## src/rtl/branch_outcome_queue.sv

```systemverilog
// In-order queue of predicted branches between fetch and execute; drives predictor update and redirect.
// Optional statistics counters are enabled by defining BOQ_STATS_EN.
module branch_outcome_queue #(
    parameter int DEPTH     = 8,
    parameter int PTR_WIDTH = 3,
    parameter int PC_WIDTH  = 16,
    parameter int PC_INC    = 4
) (
    input  logic                clk,
    input  logic                reset,
    input  logic                alloc,
    input  logic [PC_WIDTH-1:0] allocPC,
    input  logic [PC_WIDTH-1:0] allocTarget,
    input  logic                allocG,
    input  logic                allocP,
    input  logic                allocPred,
    input  logic                resolve,
    input  logic                resolveTaken,
    input  logic                flush,
    output logic                full,
    output logic                empty,
    output logic [PTR_WIDTH:0]  count,
    output logic                update,
    output logic [PC_WIDTH-1:0] updatePC,
    output logic                gReality,
    output logic                pReality,
    output logic                reality,
    output logic                mispredict,
    output logic [PC_WIDTH-1:0] redirectPC,
    output logic                underflow,
    output logic [15:0]         resolvedCount,
    output logic [15:0]         mispredCount
);

    localparam logic [PTR_WIDTH:0] FULL_COUNT = (PTR_WIDTH+1)'(DEPTH);

    logic [PC_WIDTH-1:0]  pc_mem  [DEPTH];
    logic [PC_WIDTH-1:0]  tgt_mem [DEPTH];
    logic [DEPTH-1:0]     g_mem;
    logic [DEPTH-1:0]     p_mem;
    logic [DEPTH-1:0]     pred_mem;

    logic [PTR_WIDTH-1:0] head;
    logic [PTR_WIDTH-1:0] tail;
    logic [PTR_WIDTH:0]   occ;

    logic                 res_acc;
    logic                 mis_now;
    logic                 alloc_acc;
    logic                 clear_all;

    function automatic logic [PC_WIDTH-1:0] next_pc(
        input logic [PC_WIDTH-1:0] pc,
        input logic [PC_WIDTH-1:0] tgt,
        input logic                taken
    );
        return taken ? tgt : pc + PC_WIDTH'(PC_INC);
    endfunction

    function automatic logic [15:0] sat_inc(input logic [15:0] v);
        return (v == 16'hFFFF) ? v : v + 16'd1;
    endfunction

    assign count = occ;
    assign full  = (occ == FULL_COUNT);
    assign empty = (occ == '0);

    // A mispredict squashes every younger entry, so an alloc in the same cycle is wrong-path too.
    assign res_acc   = resolve && !empty;
    assign mis_now   = res_acc && (pred_mem[head] != resolveTaken);
    assign clear_all = flush || mis_now;
    assign alloc_acc = alloc && (!full || res_acc) && !clear_all;

    // Entry storage carries no reset; occupancy alone decides what is valid.
    always_ff @(posedge clk) begin
        if (alloc_acc) begin
            pc_mem[tail]   <= allocPC;
            tgt_mem[tail]  <= allocTarget;
            g_mem[tail]    <= allocG;
            p_mem[tail]    <= allocP;
            pred_mem[tail] <= allocPred;
        end
    end

    always_ff @(posedge clk or posedge reset) begin
        if (reset) begin
            head      <= '0;
            tail      <= '0;
            occ       <= '0;
            underflow <= 1'b0;
        end else begin
            if (resolve && empty) underflow <= 1'b1;
            if (clear_all) begin
                head <= '0;
                tail <= '0;
                occ  <= '0;
            end else begin
                if (res_acc)   head <= head + 1'b1;
                if (alloc_acc) tail <= tail + 1'b1;
                occ <= occ + (PTR_WIDTH+1)'(alloc_acc) - (PTR_WIDTH+1)'(res_acc);
            end
        end
    end

    // Registered predictor update / redirect; data fields hold between resolves.
    always_ff @(posedge clk or posedge reset) begin
        if (reset) begin
            update     <= 1'b0;
            mispredict <= 1'b0;
            updatePC   <= '0;
            redirectPC <= '0;
            gReality   <= 1'b0;
            pReality   <= 1'b0;
            reality    <= 1'b0;
        end else begin
            update     <= res_acc;
            mispredict <= mis_now;
            if (res_acc) begin
                updatePC   <= pc_mem[head];
                gReality   <= g_mem[head];
                pReality   <= p_mem[head];
                reality    <= resolveTaken;
                redirectPC <= next_pc(pc_mem[head], tgt_mem[head], resolveTaken);
            end
        end
    end

`ifdef BOQ_STATS_EN
    always_ff @(posedge clk or posedge reset) begin
        if (reset) begin
            resolvedCount <= '0;
            mispredCount  <= '0;
        end else begin
            if (res_acc) resolvedCount <= sat_inc(resolvedCount);
            if (mis_now) mispredCount  <= sat_inc(mispredCount);
        end
    end
`else
    assign resolvedCount = '0;
    assign mispredCount  = '0;
`endif

endmodule
```

## config.mk

```make
export PLATFORM = sky130hd
export DESIGN_NAME = branch_outcome_queue
export DESIGN_NICKNAME = d
export VERILOG_FILES = /design/src/rtl/branch_outcome_queue.sv
export SDC_FILE = /design/constraint.sdc
export NUM_CORES = 1
export LEC_CHECK = 0
export BUFFER_PORTS_ARGS = -buffer_cell sky130_fd_sc_hd__buf_2
export CORE_ASPECT_RATIO = 0.75
export CORE_MARGIN = 2
export CORE_UTILIZATION = 37
export DETAILED_ROUTE_END_ITERATION = 8
export MAX_ROUTING_LAYER = met4
export PLACE_DENSITY = 0.59
export SLEW_MARGIN = 10
export SYNTH_ARGS = -nofsm -noshare
export SYNTH_HDL_FRONTEND = slang
export SYNTH_SLANG_ARGS = --single-unit
```

## constraint.sdc

```tcl
create_clock -name clk -period 4.3 [get_ports clk]
set_input_delay 0.645 -clock clk [delete_from_list [all_inputs] [get_ports clk]]
set_output_delay 0.645 -clock clk [all_outputs]
set_load 0.02 [all_outputs]
```

==> results.txt <==
Layout cells sized above 1 = 0.280
Unique masters post-synth = 45
Worst slew margin = 0.420
Clock transition at path regs = 0.07 ns
Worst Path Max Fanout = 9
GRT Residual Overflow = 0
DR top layer = met4
Crit Path Category = flop to flop
Clock sinks = 328
ANT nets after route = 0
Post-synth top area share = 0.635
Storage element area = 9620 um2
Detailed placement HPWL = 17100 um
VDD IR max = 0.000316 V
Met2 WL post-DR = 12900 um
Min cycle time layout = 3.38 ns
Met3 wire len = 1620 um
Mean post-synth cell area = 19.1 um2
Final Hold Fails = 0
Iter 0 DRT Violations = 587
Number of max-cap violations = 0
Internal power = 6150 uW
EDFF count, synth = 280
Initial core utilization = 0.378
H-tree levels = 1
Longest Clk Path Bufs = 3
Cell area power density = 574 nW/um2
Multi-input gate area = 3300 um2
Psw = 2560 uW
Total Nets Final = 851
Max Fclk = 296 MHz
Root Buffer = clkbuf_16
Clock share of power = 0.316
Gate power share = 0.231
Run status = completed
IO buf count = 84
# IOs = 117
Tot Pwr = 8700 uW
Fillers = 3107
Crit path required time = 4.74 ns
Worst Skew = 0.00911 ns
Routed WL = 28500 um
Clock tree from TritonCTS = yes
Synthesized flop and latch total = 328
Fraction of power consumed by sequential logic = 0.453
Sw Ratio = 0.294
HP Class = input port to async pin
Clk_lat worst skew = 0.57 ns
Share of synthesized flip-flops with an asynchronous set or reset = 0.146
PostCTS Resize Cnt = 0
Worst EP arrival = 3.83 ns
Syn Inst Count = 694
Initial antenna violation count = 3
Synth warn = 0
Fin. max-slew vios = 0
CTS Buf Count = 31
CP Launch Type = flop
Sequential-to-total area share from yosys stat = 0.726
Total die area = 37300 um2
Most numerous cell in the Yosys netlist = edfxtp_1
Post CTS Setup Buffer Count = 0
Vias per cell = 5.00
Number of hold buffers added after cts = 0
Main synth FF type = edfxtp_1
First-pass GRT wire length = 42700 um
Row Count = 59
Final Setup Violations = 0
Worst slew pin tran = 0.870 ns
Synth top cells by count = edfxtp_1, mux4_2, dfrtp_1
RSZ-0062 raised after global routing = no
Mapped Area = 13200 um2
Largest net degree at the start of global routing = 60
Leakage = 0.00515 uW
WL/cell = 22.2 um
Total Routing Usage GR = 0.159
CP endpoint kind = flop
Die height = 168 um
Largest area contributor in the netlist = edfxtp_1
Detailed-route via count = 6434
Area grow syn2layout = 14.5%
Number of global-route vias before repair = 6544
Drt drc = 0
Fin crit share = 0.786
GP Congestion = 0.755
Setup TNS = 0 ns
Metal-1 WL = 13600 um
DRT Pass-1 Iters = 5
Ranking of synthesized cells by area = edfxtp_1, mux4_2, dfrtp_1
Core Area = 35000 um2
Die W = 222 um
## cell type report
class,instances,area share
sequential,328,0.635
clock buffer,44,0.0551
clock inverter,14,0.0124
tap,457,0.0377
inverter,13,0.00322
antenna,4,0.000660
multi-input combinational,321,0.217
timing repair buffer,105,0.0390
## state kept, by name (all words and copies together) (netlist names), 3 cells and up
name / count
tail: 3
head: 3
g_mem: 8
updatePC: 16
count: 4
tgt_mem: 128
pred_mem: 8
redirectPC: 16
p_mem: 8
pc_mem: 128
## power groups by stage
stage | combinational, uW | clock (uW) | sequential (uW)
2_1_floorplan | 1260 | 0 | 4160
3_3_place_gp | 2020 | 0 | 4010
3_5_place_dp | 2040 | 0 | 4010
4_1_cts | 2040 | 2830 | 3950
5_1_grt | 2200 | 2950 | 3970
6_report | 2010 | 2750 | 3940
## cell usage in the layout (no fill, tap or decap), drive strengths merged, types with 5 or more instances in the layout
cell type	instances
edfxtp	280
buf	105
mux4	70
dfrtp	48
nand2	44
clkbuf	44
mux2i	36
o21ai	34
conb	32
nor2	21
inv	14
a21oi	13
xnor2	12
ha	9
nand3	7
nand2b	6
xor2	5
nor3	5
clkinv	5
## kinds of logic after synthesis
| logic type | share of synthesized area |
|---|---|
| muxes | 0.153 |
| buffers and inverters | 0.0381 |
| adders and majority gates | 0.0100 |
| AOI/OAI and AO/OA | 0.0246 |
| DFF | 0.726 |
| and+or+nand+nor | 0.0370 |
| other | 0.000283 |
| xor gates and xnor gates | 0.0113 |
## metal layers
metal	vias to the layer above	global-route usage
met3	38	0.0304
met1	3324	0.229
met2	189	0.237
li1	2883	-
met5	-	-
met4	0	0.0333
## through the flow
step / std cells / hold slack [ns] / util / setup WS, ns / cell area, um2
after CTS: 1282 / 0.174 / 0.433 / 0.930 / 15100
final: 1286 / 0.165 / 0.433 / 0.918 / 15200
after global placement: 1224 / 0.446 / 0.404 / 0.985 / 14100
after floorplan: 725 / 0.565 / - / 0.213 / 13400
after global routing: 1285 / 0.204 / 0.433 / 0.721 / 15200
after detailed placement: 1224 / 0.447 / 0.404 / 0.934 / 14100
## worst max-delay path: stages, from the launching register on
cell,delay [ns]
dfrtp_4,0.44
mux4_1,0.55
mux2i_1,0.17
xor2_1,0.31
o21ai_2,0.19
or2_1,0.43
ha_1,0.35
inv_1,0.04
ha_1,0.19
fa_1,0.38
xnor2_1,0.16
nor2_1,0.05
## final timing paths
kind                           start  cells past startpoint             to  slack [ns]
min reg2reg                underflow                      1      underflow        0.46
min                            reset                      2  redirectPC[0]        0.17
max in group asynchronous      reset                      3  redirectPC[4]        3.37
max reg2reg                  head[0]                     11       count[2]        0.92
min in group clk               flush                      2        head[1]        0.26
max                          head[0]                     11       count[2]        0.92
Power figures use the tool's default switching activity.
